<file path="config.mk">
export PLATFORM = sky130hd
export DESIGN_NAME = rgb_to_hsv_pipe
export DESIGN_NICKNAME = d
export VERILOG_FILES = /design/src/rtl/rgb_to_hsv_pipe.sv
export SDC_FILE = /design/constraint.sdc
export NUM_CORES = 1
export LEC_CHECK = 0
export CORE_MARGIN = 1.5
export CORE_UTILIZATION = 55
export CTS_BUF_LIST = sky130_fd_sc_hd__clkbuf_16
export DETAILED_ROUTE_END_ITERATION = 8
export GPL_TIMING_DRIVEN = 0
export PLACE_DENSITY = 0.83
export SETUP_SLACK_MARGIN = 0.05
export SLEW_MARGIN = 30
export SYNTH_ARGS = -nofsm -noshare
export SYNTH_HDL_FRONTEND = slang
export SYNTH_SLANG_ARGS = --single-unit
</file>
<file path="constraint.sdc">
create_clock -name clk_in -period 2.95 [get_ports clk_in]
set_clock_uncertainty 0.05 [all_clocks]
set_input_delay 0.59 -clock clk_in [delete_from_list [all_inputs] [get_ports clk_in]]
set_output_delay 0.59 -clock clk_in [all_outputs]
set_load 0.02 [all_outputs]
</file>
<file path="src/rtl/rgb_to_hsv_pipe.sv">
// Fully pipelined RGB-to-HSV converter: one analysis stage, max(SW,HW) restoring-divider
// stages (one quotient bit each, MSB first) and an output stage; valid/ready with global stall.
module rgb_to_hsv_pipe #(
   parameter int CW   = 4,
   parameter int HW   = 8,
   parameter int SW   = 8,
   parameter int TAGW = 20
) (
   input  logic                   clk_in,
   input  logic                   rst_n_in,
   input  logic                   valid_in,
   output logic                   ready_out,
   input  logic [3*CW-1:0]        rgb_in,
   input  logic [TAGW-1:0]        tag_in,
   output logic                   valid_out,
   input  logic                   ready_in,
   output logic [HW+SW+CW-1:0]    hsv_out,
   output logic [TAGW-1:0]        tag_out
);
   localparam int QW = (SW > HW) ? SW : HW;
   localparam int NW = QW + CW;
   localparam logic [NW-1:0] S_FULL = NW'((2 ** SW) - 1);
   localparam logic [NW-1:0] SEC    = NW'(((2 ** HW) + 3) / 6);
   localparam logic [HW-1:0] OFF_G  = HW'(((2 ** HW) + 1) / 3);
   localparam logic [HW-1:0] OFF_B  = HW'(((2 ** (HW + 1)) + 1) / 3);

   typedef enum logic [1:0] {DOM_R = 2'd0, DOM_G = 2'd1, DOM_B = 2'd2} dom_e;

   logic                         stall_s;
   logic [CW-1:0]                r_s, g_s, b_s, max_s, min_s, delta_s, dx_s, dy_s, dabs_s;
   logic                         dneg_s;
   dom_e                         dom_s;

   logic [QW:0]                  vld_q, vld_d, zero_q, zero_d, neg_q, neg_d;
   logic [QW:0][TAGW-1:0]        tag_q, tag_d;
   logic [QW:0][CW-1:0]          v_q, v_d;
   logic [QW:0][1:0]             dom_q, dom_d;
   logic [QW:0][QW-1:0]          s_quo_q, s_quo_d, h_quo_q, h_quo_d;
   logic [QW-1:0][NW-1:0]        s_rem_q, s_rem_d, h_rem_q, h_rem_d;
   logic [QW-1:0][CW-1:0]        s_div_q, s_div_d, h_div_q, h_div_d;
   logic [QW-1:0][NW-1:0]        s_sub_s, h_sub_s;
   logic [QW-1:0]                s_ge_s, h_ge_s;

   logic                         vld_out_q, vld_out_d;
   logic [HW+SW+CW-1:0]          hsv_q, hsv_d;
   logic [TAGW-1:0]              tag_out_q, tag_out_d;
   logic [HW-1:0]                h_off_s, h_val_s;
   logic [SW-1:0]                s_val_s;

   assign stall_s   = vld_out_q && !ready_in;
   assign ready_out = !stall_s;
   assign valid_out = vld_out_q;
   assign hsv_out   = hsv_q;
   assign tag_out   = tag_out_q;

   // Analysis: extremes, dominant channel (R > G > B on ties) and |d| with its sign
   always_comb begin
      r_s = rgb_in[3*CW-1:2*CW];
      g_s = rgb_in[2*CW-1:CW];
      b_s = rgb_in[CW-1:0];
      dom_s = DOM_R;
      max_s = r_s;
      dx_s  = g_s;
      dy_s  = b_s;
      if ((r_s >= g_s) && (r_s >= b_s)) begin
         dom_s = DOM_R; max_s = r_s; dx_s = g_s; dy_s = b_s;
      end else if (g_s >= b_s) begin
         dom_s = DOM_G; max_s = g_s; dx_s = b_s; dy_s = r_s;
      end else begin
         dom_s = DOM_B; max_s = b_s; dx_s = r_s; dy_s = g_s;
      end
      min_s   = (r_s < g_s) ? ((r_s < b_s) ? r_s : b_s) : ((g_s < b_s) ? g_s : b_s);
      delta_s = max_s - min_s;
      dneg_s  = (dx_s < dy_s);
      dabs_s  = dneg_s ? (dy_s - dx_s) : (dx_s - dy_s);
   end

   // Restoring-divider trial subtraction for every stage
   always_comb begin
      s_sub_s = '0;
      h_sub_s = '0;
      s_ge_s  = '0;
      h_ge_s  = '0;
      for (int k = 0; k < QW; k++) begin
         s_sub_s[k] = NW'(s_div_q[k]) << (QW - 1 - k);
         h_sub_s[k] = NW'(h_div_q[k]) << (QW - 1 - k);
         s_ge_s[k]  = (s_rem_q[k] >= s_sub_s[k]);
         h_ge_s[k]  = (h_rem_q[k] >= h_sub_s[k]);
      end
   end

   // Next state of every stage; the register block applies it only when not stalled
   always_comb begin
      vld_d   = vld_q;   zero_d  = zero_q;  neg_d   = neg_q;   tag_d   = tag_q;
      v_d     = v_q;     dom_d   = dom_q;   s_quo_d = s_quo_q; h_quo_d = h_quo_q;
      s_rem_d = s_rem_q; h_rem_d = h_rem_q; s_div_d = s_div_q; h_div_d = h_div_q;

      vld_d[0]   = valid_in;
      tag_d[0]   = tag_in;
      v_d[0]     = max_s;
      zero_d[0]  = (delta_s == {CW{1'b0}});
      neg_d[0]   = dneg_s;
      dom_d[0]   = dom_s;
      s_quo_d[0] = '0;
      h_quo_d[0] = '0;
      s_rem_d[0] = S_FULL * NW'(delta_s);
      h_rem_d[0] = SEC * NW'(dabs_s);
      // A zero divisor only occurs with a zero numerator; 1 keeps the quotient at 0
      s_div_d[0] = (max_s == {CW{1'b0}}) ? {{(CW-1){1'b0}}, 1'b1} : max_s;
      h_div_d[0] = (delta_s == {CW{1'b0}}) ? {{(CW-1){1'b0}}, 1'b1} : delta_s;

      for (int k = 1; k <= QW; k++) begin
         vld_d[k]  = vld_q[k-1];
         tag_d[k]  = tag_q[k-1];
         v_d[k]    = v_q[k-1];
         zero_d[k] = zero_q[k-1];
         neg_d[k]  = neg_q[k-1];
         dom_d[k]  = dom_q[k-1];
         s_quo_d[k]         = s_quo_q[k-1];
         s_quo_d[k][QW-k]   = s_ge_s[k-1];
         h_quo_d[k]         = h_quo_q[k-1];
         h_quo_d[k][QW-k]   = h_ge_s[k-1];
      end
      for (int k = 1; k < QW; k++) begin
         s_rem_d[k] = s_ge_s[k-1] ? (s_rem_q[k-1] - s_sub_s[k-1]) : s_rem_q[k-1];
         h_rem_d[k] = h_ge_s[k-1] ? (h_rem_q[k-1] - h_sub_s[k-1]) : h_rem_q[k-1];
         s_div_d[k] = s_div_q[k-1];
         h_div_d[k] = h_div_q[k-1];
      end

      case (dom_q[QW])
         DOM_R:   h_off_s = {HW{1'b0}};
         DOM_G:   h_off_s = OFF_G;
         DOM_B:   h_off_s = OFF_B;
         default: h_off_s = {HW{1'b0}};
      endcase
      // Negative hue offsets wrap modulo 2^HW
      h_val_s = neg_q[QW] ? (h_off_s - h_quo_q[QW][HW-1:0]) : (h_off_s + h_quo_q[QW][HW-1:0]);
      s_val_s = s_quo_q[QW][SW-1:0];
      h_val_s = zero_q[QW] ? {HW{1'b0}} : h_val_s;
      s_val_s = zero_q[QW] ? {SW{1'b0}} : s_val_s;

      vld_out_d = vld_q[QW];
      hsv_d     = {h_val_s, s_val_s, v_q[QW]};
      tag_out_d = tag_q[QW];
   end

   // Pipeline and output registers; everything holds while the output is blocked
   always_ff @(posedge clk_in or negedge rst_n_in) begin
      if (!rst_n_in) begin
         vld_q   <= '0; zero_q  <= '0; neg_q   <= '0; tag_q   <= '0;
         v_q     <= '0; dom_q   <= '0; s_quo_q <= '0; h_quo_q <= '0;
         s_rem_q <= '0; h_rem_q <= '0; s_div_q <= '0; h_div_q <= '0;
         vld_out_q <= 1'b0;
         hsv_q     <= '0;
         tag_out_q <= '0;
      end else if (!stall_s) begin
         vld_q   <= vld_d;   zero_q  <= zero_d;  neg_q   <= neg_d;   tag_q   <= tag_d;
         v_q     <= v_d;     dom_q   <= dom_d;   s_quo_q <= s_quo_d; h_quo_q <= h_quo_d;
         s_rem_q <= s_rem_d; h_rem_q <= h_rem_d; s_div_q <= s_div_d; h_div_q <= h_div_d;
         vld_out_q <= vld_out_d;
         hsv_q     <= hsv_d;
         tag_out_q <= tag_out_d;
      end
   end
endmodule

</file>
==> results of run 1 <==
through the flow:
step           hold slack, ps  area, um2
2_1_floorplan             244      30100
3_3_place_gp              398      31700
3_5_place_dp              405      31900
4_1_cts                   378      34500
5_1_grt                   424      35100
6_report                  388      35100
worst max-delay path by stage:
stage              start          end  slack, ps
3_5_place_dp   rgb_in[5]   s_rem_q[9]      -3730
2_1_floorplan  rgb_in[6]   s_rem_q[9]      -2480
4_1_cts        rgb_in[5]   s_rem_q[9]      -2150
5_1_grt        rgb_in[5]  s_rem_q[10]      -2440
6_report       rgb_in[7]   h_rem_q[8]      -2280
3_3_place_gp    rst_n_in    tag_d[24]     -25760
registers in the layout, summed over array words and instances, names as in the netlist:
name	cells
dom_d	16
dom_q	2
h_div_d	28
h_div_q	4
h_quo_d	28
h_quo_q	8
h_rem_q	94
hsv_d	4
hsv_out	20
neg_q	9
s_div_d	28
s_div_q	4
s_quo_d	28
s_quo_q	8
s_rem_q	96
tag_d	160
tag_out	20
tag_out_d	20
v_d	32
valid_out	1
vld_q	9
zero_q	9
power groups by stage:
stage	Clock (W)	Combinational, W	Sequential (W)
CTS	0.00762	0.0223	0.0156
global route	0.00798	0.0268	0.0161
floorplan	0	0.0156	0.0152
finish	0.00754	0.0243	0.0157
detailed placement	0	0.0209	0.0156
global placement	0	0.0200	0.0156
cell type report:
class,instances,area (um2),area share (%)
Timing Repair Buffer,153,1620,4.60
Multi-Input combinational cell,2412,13800,39.2
Inverter,139,564,1.61
Clock buffer,61,1530,4.35
Tap cell,696,871,2.48
Buffer,150,664,1.89
Clock inverter,49,409,1.16
Sequential cell,628,15700,44.7
cell usage in the layout (no fill, tap or decap), types with 10 or more instances in the layout:
cell type / synthesis / final
sky130_fd_sc_hd__o211ai_1: 13 / 13
sky130_fd_sc_hd__nand2_1: 1350 / 1343
sky130_fd_sc_hd__o21ai_0: 152 / 143
sky130_fd_sc_hd__clkbuf_1: 128 / 116
sky130_fd_sc_hd__xnor2_1: 49 / 44
sky130_fd_sc_hd__buf_1: 18 / 16
sky130_fd_sc_hd__xor2_1: 23 / 21
sky130_fd_sc_hd__clkdlybuf4s50_1: 0 / 63
sky130_fd_sc_hd__a21o_1: 14 / 14
sky130_fd_sc_hd__o31ai_1: 20 / 18
sky130_fd_sc_hd__inv_1: 138 / 130
sky130_fd_sc_hd__nor2_1: 142 / 136
sky130_fd_sc_hd__or3_1: 13 / 12
sky130_fd_sc_hd__mux2_2: 22 / 19
sky130_fd_sc_hd__nand3b_1: 15 / 15
sky130_fd_sc_hd__a211oi_1: 24 / 21
sky130_fd_sc_hd__a21oi_1: 85 / 73
sky130_fd_sc_hd__ha_1: 122 / 95
sky130_fd_sc_hd__nor2b_1: 49 / 44
sky130_fd_sc_hd__nand3_1: 20 / 19
sky130_fd_sc_hd__nor4_1: 24 / 24
sky130_fd_sc_hd__o21a_1: 14 / 13
sky130_fd_sc_hd__nor3_1: 35 / 33
sky130_fd_sc_hd__mux2i_1: 40 / 37
sky130_fd_sc_hd__buf_6: 0 / 16
sky130_fd_sc_hd__inv_2: 1 / 10
sky130_fd_sc_hd__fa_1: 26 / 21
sky130_fd_sc_hd__clkinv_2: 0 / 12
sky130_fd_sc_hd__nand2b_1: 25 / 24
sky130_fd_sc_hd__clkbuf_16: 0 / 62
sky130_fd_sc_hd__buf_4: 0 / 55
sky130_fd_sc_hd__a31oi_1: 20 / 18
sky130_fd_sc_hd__dfrtp_1: 628 / 627
sky130_fd_sc_hd__ha_4: 0 / 23
sky130_fd_sc_hd__clkinv_1: 0 / 21
per-layer routing:
layer	GRT usage, %	wire [um]	vias up
li1	-	-	11273
met1	35.6	31200	11698
met2	43.9	36000	805
met3	4.51	5350	214
met4	12.1	3610	2
met5	0	14	-
what timing repair did:
item	CTS	global route
setup buffers	42	33
pin swaps	41	52
endpoints found under the setup margin	281	38
hold buffers	1	0
resized for setup	151	94
hold endpoints to repair	60	0
gates cloned	0	1
kinds of logic (layout without fill, tap and decap cells):
group                      Yosys count  after routing  synth area share, %
adders and majority gates          148            148                 6.88
xor gates and xnor gates            73             73                 2.19
and+or+nand+nor                   1730           1730                 24.0
DFF                                628            628                 52.8
buffers and inverters              290            552                 3.73
AOI/OAI and AO/OA                  399            399                 8.23
muxes                               62             62                 2.18
worst max-delay path, stage by stage:
cell and delay [ps]:
sky130_fd_sc_hd__buf_12 80, sky130_fd_sc_hd__inv_4 40, sky130_fd_sc_hd__ha_4 260, sky130_fd_sc_hd__o21a_1 140, sky130_fd_sc_hd__buf_4 110, sky130_fd_sc_hd__buf_6 90
sky130_fd_sc_hd__o31ai_4 70, sky130_fd_sc_hd__a22o_4 300, sky130_fd_sc_hd__buf_8 140, sky130_fd_sc_hd__buf_4 130, sky130_fd_sc_hd__clkbuf_16 140, sky130_fd_sc_hd__a21oi_1 250
sky130_fd_sc_hd__ha_2 400, sky130_fd_sc_hd__nand2b_4 120, sky130_fd_sc_hd__o2bb2ai_4 160, sky130_fd_sc_hd__mux2_4 330, sky130_fd_sc_hd__a211oi_4 260, sky130_fd_sc_hd__xnor2_2 120
sky130_fd_sc_hd__ha_2 330, sky130_fd_sc_hd__inv_2 40, sky130_fd_sc_hd__fa_2 540, sky130_fd_sc_hd__inv_2 60, sky130_fd_sc_hd__ha_4 160, sky130_fd_sc_hd__a21oi_2 150
sky130_fd_sc_hd__o211ai_1 130, sky130_fd_sc_hd__xnor2_1 190, sky130_fd_sc_hd__xnor3_1 260, sky130_fd_sc_hd__o21ai_1 120
==> flow_summary.html, run 1 <==
<table>
<tr><th>Metric</th><th>Value</th></tr>
<tr><th colspan="2">Timing</th></tr>
<tr><td>Total negative slack</td><td>-36350 ps</td></tr>
<tr><td>Maximum frequency from static timing analysis</td><td>191 MHz</td></tr>
<tr><td>Count of final hold-check violations</td><td>0</td></tr>
<tr><td>Ratio of final minimum period to clock period</td><td>177%</td></tr>
<tr><td>Setup violation total in the final timing report</td><td>25</td></tr>
<tr><td>Tmin final</td><td>5230 ps</td></tr>
<tr><td>RSZ-0062 raised after global routing</td><td>yes</td></tr>
<tr><td>Number of slew-limit violations in the final report</td><td>0</td></tr>
<tr><td>Post-layout worst setup margin</td><td>-2280 ps</td></tr>
<tr><td>Transition time of the tightest slew-check pin</td><td>1040 ps</td></tr>
<tr><td>Max transition margin</td><td>30.6%</td></tr>
<tr><th colspan="2">Floorplanning</th></tr>
<tr><td>Vertical die dimension</td><td>236 um</td></tr>
<tr><td>Die Outline Area</td><td>0.0555 mm2</td></tr>
<tr><td>IO Count</td><td>78</td></tr>
<tr><td>Starting density of the core</td><td>55.5%</td></tr>
<tr><td>Horizontal die dimension</td><td>236 um</td></tr>
<tr><td>Core Region</td><td>0.0536 mm2</td></tr>
<tr><td>Row Count</td><td>85</td></tr>
<tr><th colspan="2">Logic synthesis</th></tr>
<tr><td>Share of synthesized area occupied by flip-flops and latches</td><td>52.8%</td></tr>
<tr><td>Yosys cell types</td><td>76</td></tr>
<tr><td>Flip-flop and latch count after synthesis</td><td>628</td></tr>
<tr><td>Share of the synthesized area in the top cell type</td><td>52.8%</td></tr>
<tr><td>Cell Area, Synth</td><td>0.0298 mm2</td></tr>
<tr><td>Post-synthesis async set-or-reset flop share</td><td>100%</td></tr>
<tr><td>Commonest register cell after synthesis</td><td>sky130_fd_sc_hd__dfrtp_1</td></tr>
<tr><td>Biggest area contributors in the synthesized netlist</td><td>sky130_fd_sc_hd__dfrtp_1 53%, sky130_fd_sc_hd__nand2_1 17%, sky130_fd_sc_hd__ha_1 5.1%, sky130_fd_sc_hd__o21ai_0 2.6%, sky130_fd_sc_hd__nor2_1 1.8%</td></tr>
<tr><td>Post-synth EDFFs</td><td>0</td></tr>
<tr><td>Synthesized area per cell</td><td>8.94 um2</td></tr>
<tr><td>Syn. warnings</td><td>0</td></tr>
<tr><td>Most used standard cell by instance count after synthesis</td><td>sky130_fd_sc_hd__nand2_1</td></tr>
<tr><td>Synth top cells by count</td><td>1350 x sky130_fd_sc_hd__nand2_1, 628 x sky130_fd_sc_hd__dfrtp_1, 152 x sky130_fd_sc_hd__o21ai_0, 142 x sky130_fd_sc_hd__nor2_1, 138 x sky130_fd_sc_hd__inv_1</td></tr>
<tr><td>Top cell type by total area after synthesis</td><td>sky130_fd_sc_hd__dfrtp_1</td></tr>
<tr><td>Count of mapped cells out of synthesis</td><td>3330</td></tr>
<tr><td>Synthesized netlist net count</td><td>3514</td></tr>
<tr><th colspan="2">Power and ir drop</th></tr>
<tr><td>Share of total power consumed by net switching</td><td>41.3%</td></tr>
<tr><td>Largest vdd supply drop</td><td>1.09 mV</td></tr>
<tr><td>Share of total power in the clock network</td><td>15.9%</td></tr>
<tr><td>Relative contribution of combinational cells to total power</td><td>51.1%</td></tr>
<tr><td>Total power consumption of the routed design</td><td>0.0475 W</td></tr>
<tr><td>Power per cell area</td><td>1350 mW/mm2</td></tr>
<tr><td>Net switching power figure</td><td>0.0196 W</td></tr>
<tr><td>Part of the total power dissipated in sequential elements</td><td>33.0%</td></tr>
<tr><td>Cell internal pwr</td><td>0.0279 W</td></tr>
<tr><td>Leak Pwr</td><td>17.0 nW</td></tr>
<tr><th colspan="2">Setup path</th></tr>
<tr><td>Type of element capturing the critical path</td><td>flip-flop</td></tr>
<tr><td>Crit path max fanout</td><td>6</td></tr>
<tr><td>Worst r2r src</td><td>valid_out</td></tr>
<tr><td>Type of the worst setup path</td><td>primary input to flip-flop</td></tr>
<tr><td>Critical path arrival</td><td>5760 ps</td></tr>
<tr><td>Path depth of the worst reg2reg path</td><td>6</td></tr>
<tr><td>Required time at the worst-slack endpoint</td><td>3470 ps</td></tr>
<tr><td>Reg2Reg Setup Slack</td><td>170 ps</td></tr>
<tr><td>Startpoint class of the critical path</td><td>primary input</td></tr>
<tr><td>Reg-to-Reg End</td><td>h_rem_q[87]</td></tr>
<tr><th colspan="2">Finish</th></tr>
<tr><td>Util after Layout</td><td>65.5%</td></tr>
<tr><td>Area added between synthesis and finish</td><td>18.0%</td></tr>
<tr><td>Fill cell instance count of the final layout</td><td>4007</td></tr>
<tr><td>Final nets</td><td>3729</td></tr>
<tr><td>Number of diodes added for antenna fixing</td><td>0</td></tr>
<tr><td>Non-filler instance count after layout</td><td>4288</td></tr>
<tr><td>Share of final-layout standard cells stronger than drive strength 1</td><td>9.80%</td></tr>
<tr><th colspan="2">Routing</th></tr>
<tr><td># DRC</td><td>0</td></tr>
<tr><td>Vias per Instance</td><td>5.60</td></tr>
<tr><td>Count of nets left with antenna violations after detail routing</td><td>0</td></tr>
<tr><td>Number of iterations in the first detailed-routing pass</td><td>6</td></tr>
<tr><td>WL final</td><td>76.2 mm</td></tr>
<tr><td>Drt first-iter violations</td><td>2025</td></tr>
<tr><td>Routed len/inst</td><td>17.8 um</td></tr>
<tr><td>Via Count</td><td>23992</td></tr>
<tr><th colspan="2">Hold path</th></tr>
<tr><td>Type of the tightest min-delay check</td><td>primary input to async pin</td></tr>
<tr><th colspan="2">Place</th></tr>
<tr><td>Number of cells in the design after placement</td><td>4110</td></tr>
<tr><td>Estimated wirelength of the detail-placed design</td><td>51.2 mm</td></tr>
<tr><td>Gpl congestion</td><td>0.946</td></tr>
<tr><td>Port Buffers</td><td>77</td></tr>
<tr><td>Post-placement setup slack</td><td>-3730 ps</td></tr>
<tr><th colspan="2">Flow run</th></tr>
<tr><td>Number of max-cap violations</td><td>0</td></tr>
<tr><th colspan="2">Clocking</th></tr>
<tr><td>Clock Root Buffer</td><td>sky130_fd_sc_hd__clkbuf_16</td></tr>
<tr><td>Buffer levels on the longest clock path</td><td>3</td></tr>
<tr><td>Worst-skew pair later-pin latency</td><td>660 ps</td></tr>
<tr><td>Clock tree from TritonCTS</td><td>built</td></tr>
<tr><td>H-tree levels</td><td>2</td></tr>
<tr><td>Clock slew at the register clock pins of the worst setup and hold paths</td><td>60 ps</td></tr>
<tr><td>Clock sink total</td><td>628</td></tr>
<tr><td>Total CTS buffers</td><td>61</td></tr>
<tr><th colspan="2">Global route</th></tr>
<tr><td>Global-route wire length before repair</td><td>120 mm</td></tr>
<tr><td>Largest net degree at the start of global routing</td><td>90</td></tr>
<tr><td>Total track usage</td><td>26.9%</td></tr>
<tr><td>Antenna violations before repair</td><td>3</td></tr>
<tr><td>Global-route congestion overflow total</td><td>0</td></tr>
<tr><td>Number of global-route vias before repair</td><td>23273</td></tr>
<tr><th colspan="2">Status</th></tr>
<tr><td>Result of the run</td><td>finished, violations left</td></tr>
<tr><td>Violated checks</td><td>setup timing</td></tr>
</table>
Note: power is estimated with default switching activity, not from simulation.
==> run 2, diff against run 1 <==
CORE_UTILIZATION = 50   (was 55)
PLACE_DENSITY = 0.78   (was 0.83)
SETUP_SLACK_MARGIN = 0.15   (was 0.05)
==> flow_summary.html, run 2 (synthesis results as in run 1) <==
<table>
<tr><th>Metric</th><th>Value</th></tr>
<tr><th colspan="2">Finish</th></tr>
<tr><td>Area added between synthesis and finish</td><td>18.5%</td></tr>
<tr><td>Share of final-layout standard cells stronger than drive strength 1</td><td>9.54% (-0.26 points)</td></tr>
<tr><td>Final nets</td><td>3722 (-0.19%)</td></tr>
<tr><td>Fill cell instance count of the final layout</td><td>4799 (+20%)</td></tr>
<tr><td>Non-filler instance count after layout</td><td>4362 (+1.7%)</td></tr>
<tr><td>Most common cell after layout, fill and taps aside</td><td>sky130_fd_sc_hd__nand2_1</td></tr>
<tr><td>Util after Layout</td><td>59.9% (-5.7 points)</td></tr>
<tr><td>Commonest cells after routing, fill and taps aside</td><td>1343 x sky130_fd_sc_hd__nand2_1, 628 x sky130_fd_sc_hd__dfrtp_1, 142 x sky130_fd_sc_hd__o21ai_0</td></tr>
<tr><td>Max reg flops</td><td>160 (unchanged)</td></tr>
<tr><td>Post-route cell area</td><td>0.0353 mm2 (+0.38%)</td></tr>
<tr><th colspan="2">Clocking</th></tr>
<tr><td>Buffer levels on the longest clock path</td><td>3 (unchanged)</td></tr>
<tr><td>Clock tree from TritonCTS</td><td>built</td></tr>
<tr><td>Worst-skew pair later-pin latency</td><td>610 ps (-50 ps)</td></tr>
<tr><td>Clock Root Buffer</td><td>sky130_fd_sc_hd__clkbuf_16</td></tr>
<tr><td>Clock sink total</td><td>628 (unchanged)</td></tr>
<tr><td>Total CTS buffers</td><td>67 (+9.8%)</td></tr>
<tr><td>Clock slew at the register clock pins of the worst setup and hold paths</td><td>70 ps (about the same)</td></tr>
<tr><td>H-tree levels</td><td>3 (+1)</td></tr>
<tr><th colspan="2">Power and ir drop</th></tr>
<tr><td>Power per cell area</td><td>1370 mW/mm2 (+1.6%)</td></tr>
<tr><td>Leak Pwr</td><td>17.1 nW (+0.24%)</td></tr>
<tr><td>Largest vdd supply drop</td><td>1.28 mV (+17%)</td></tr>
<tr><th colspan="2">Setup path</th></tr>
<tr><td>Type of element capturing the critical path</td><td>flip-flop</td></tr>
<tr><td>Type of the worst setup path</td><td>primary input to flip-flop</td></tr>
<tr><td>Path depth of the worst reg2reg path</td><td>7 (+1)</td></tr>
<tr><td>Critical path arrival</td><td>5770 ps (about the same)</td></tr>
<tr><td>Required time at the worst-slack endpoint</td><td>3440 ps (-30 ps)</td></tr>
<tr><td>Capturing instance or port of the critical path</td><td>h_rem_q[8]</td></tr>
<tr><td>Worst r2r src</td><td>valid_out</td></tr>
<tr><td>Reg2Reg Setup Slack</td><td>270 ps (+100 ps)</td></tr>
<tr><td>Reg-to-Reg End</td><td>s_rem_q[48]</td></tr>
<tr><td>Cell repeated most along the worst path</td><td>sky130_fd_sc_hd__ha_4</td></tr>
<tr><td>Delay-heaviest family, CP</td><td>adder cells</td></tr>
<tr><td>Critical-path top delay cell</td><td>sky130_fd_sc_hd__fa_2</td></tr>
<tr><td>Buffers and inverters on the worst path</td><td>8 (-1)</td></tr>
<tr><td>Count of cell instances traversed by the critical path</td><td>29 (+3.6%)</td></tr>
<tr><td>Peak per-stage delay on the critical path</td><td>540 ps (about the same)</td></tr>
<tr><td>Startpoint class of the critical path</td><td>primary input</td></tr>
<tr><td>Launch point of the critical path</td><td>rgb_in[5]</td></tr>
<tr><td>Crit path max fanout</td><td>6 (unchanged)</td></tr>
<tr><th colspan="2">Place</th></tr>
<tr><td>Area of placed instances</td><td>0.0321 mm2 (+0.39%)</td></tr>
<tr><td>Estimated wirelength of the detail-placed design</td><td>52.5 mm (+2.4%)</td></tr>
<tr><td>Gpl congestion</td><td>0.923 (-2.5%)</td></tr>
<tr><td>Post-placement setup slack</td><td>-3720 ps (+8.93 ps)</td></tr>
<tr><td>Number of cells in the design after placement</td><td>4188 (+1.9%)</td></tr>
<tr><td>Port Buffers</td><td>77 (unchanged)</td></tr>
<tr><th colspan="2">Floorplanning</th></tr>
<tr><td>Vertical die dimension</td><td>247 um (+4.8%)</td></tr>
<tr><td>IO Count</td><td>78 (unchanged)</td></tr>
<tr><td>Row Count</td><td>89 (+4.7%)</td></tr>
<tr><td>Horizontal die dimension</td><td>247 um (+4.8%)</td></tr>
<tr><td>Starting density of the core</td><td>50.5% (-5.0 points)</td></tr>
<tr><td>Core Region</td><td>0.0589 mm2 (+9.9%)</td></tr>
<tr><td>Die Outline Area</td><td>0.0610 mm2 (+9.9%)</td></tr>
<tr><th colspan="2">Routing</th></tr>
<tr><td>Count of nets left with antenna violations after detail routing</td><td>0 (unchanged)</td></tr>
<tr><td>Drt first-iter violations</td><td>2103 (+3.9%)</td></tr>
<tr><td>Number of iterations in the first detailed-routing pass</td><td>5 (-1)</td></tr>
<tr><td>Via Count</td><td>23747 (-1.0%)</td></tr>
<tr><td>WL final</td><td>76.8 mm (+0.86%)</td></tr>
<tr><td>Vias per Instance</td><td>5.44 (-2.7%)</td></tr>
<tr><td>Routed len/inst</td><td>17.6 um (-0.85%)</td></tr>
<tr><td># DRC</td><td>0 (unchanged)</td></tr>
<tr><th colspan="2">Timing</th></tr>
<tr><td>Ratio of final minimum period to clock period</td><td>179% (+1.5 points)</td></tr>
<tr><td>Max transition margin</td><td>30.0% (-0.51 points)</td></tr>
<tr><td>Number of slew-limit violations in the final report</td><td>0 (unchanged)</td></tr>
<tr><td>Count of final hold-check violations</td><td>0 (unchanged)</td></tr>
<tr><td>Maximum frequency from static timing analysis</td><td>189 MHz (-0.83%)</td></tr>
<tr><td>Post-layout worst setup margin</td><td>-2330 ps (-43.8 ps)</td></tr>
<tr><td>Tmin final</td><td>5280 ps (+43.8 ps)</td></tr>
<tr><td>Setup violation total in the final timing report</td><td>25 (unchanged)</td></tr>
<tr><td>RSZ-0062 raised after global routing</td><td>yes</td></tr>
<tr><td>Transition time of the tightest slew-check pin</td><td>1050 ps (+7.70 ps)</td></tr>
<tr><th colspan="2">Global route</th></tr>
<tr><td>Largest net degree at the start of global routing</td><td>90 (unchanged)</td></tr>
<tr><td>Total track usage</td><td>25.3% (-1.7 points)</td></tr>
<tr><td>Global-route wire length before repair</td><td>122 mm (+1.3%)</td></tr>
<tr><td>Global-route congestion overflow total</td><td>0 (unchanged)</td></tr>
<tr><td>Antenna violations before repair</td><td>2 (-1)</td></tr>
<tr><td>Number of global-route vias before repair</td><td>23570 (+1.3%)</td></tr>
<tr><th colspan="2">Flow run</th></tr>
<tr><td>Number of max-cap violations</td><td>0 (unchanged)</td></tr>
<tr><th colspan="2">Status</th></tr>
<tr><td>Result of the run</td><td>finished, violations left</td></tr>
<tr><td>Violated checks</td><td>setup timing</td></tr>
<tr><th colspan="2">Hold path</th></tr>
<tr><td>Type of the tightest min-delay check</td><td>primary input to async pin</td></tr>
</table>
## run 2: power by group
group / switching, W / internal (W) / leakage [nW]
Combinational: 0.0138 / 0.0112 / 8.37
Clock: 0.00340 / 0.00436 / 1.04
Sequential: 0.00283 / 0.0128 / 7.64
## run 2: worst min-delay path by stage
stage                   to  slack, ps  cells after the start
2_1_floorplan    dom_d[10]        240                      0
3_3_place_gp       v_d[31]        400                      2
3_5_place_dp    tag_d[120]        410                      2
4_1_cts        s_rem_q[86]        400                      2
5_1_grt        s_div_q[29]        420                      2
6_report       s_rem_q[86]        390                      2
## run 2: layer usage
metal  track usage [%]  vias to the layer above  part of all wire, %  wire (um)
met5                 0                        -                    0          0
met4              11.3                        0                  4.2       3260
li1                  -                    11253                    -          -
met3              4.84                      212                  6.6       5070
met2              41.2                      743                   48      36500
met1              32.7                    11539                   42      32000
## run 2: cell type report
class                   instances  area, um2  share of cell area [%]
diodes                          4       10.0                  0.0284
plain buffers                 151        708                    2.01
multi-input cells            2412      13800                    39.1
well taps                     773        967                    2.74
clock buffers                  68       1700                    4.83
flip-flops and latches        628      15700                    44.6
clock inverters                48        287                   0.813
repair buffers                139       1530                    4.33
inverters                     139        559                    1.59
## run 2: stage by stage
| step | total power, W | hold slack, ps | setup TNS [ps] |
|---|---|---|---|
| after floorplan | 0.0308 | 244 | -41850 |
| after global placement | 0.0357 | 399 | - |
| after detailed placement | 0.0366 | 405 | -365640 |
| after CTS | 0.0464 | 400 | -33450 |
| after global routing | 0.0519 | 420 | -39440 |
| final | 0.0484 | 393 | -36200 |
## run 2: what timing repair did
action	CTS	global route
hold buffers	1	0
setup buffers	43	10
setup endpoints to repair	335	42
hold endpoints to repair	34	0
gates resized for setup	189	58
pin swaps	54	38
==> run 3, diff against run 2 <==
CAP_MARGIN = 20   (was unset)
==> results of run 3 <==
Same layout as run 2: the final DEF is identical, and so are final timing and power.
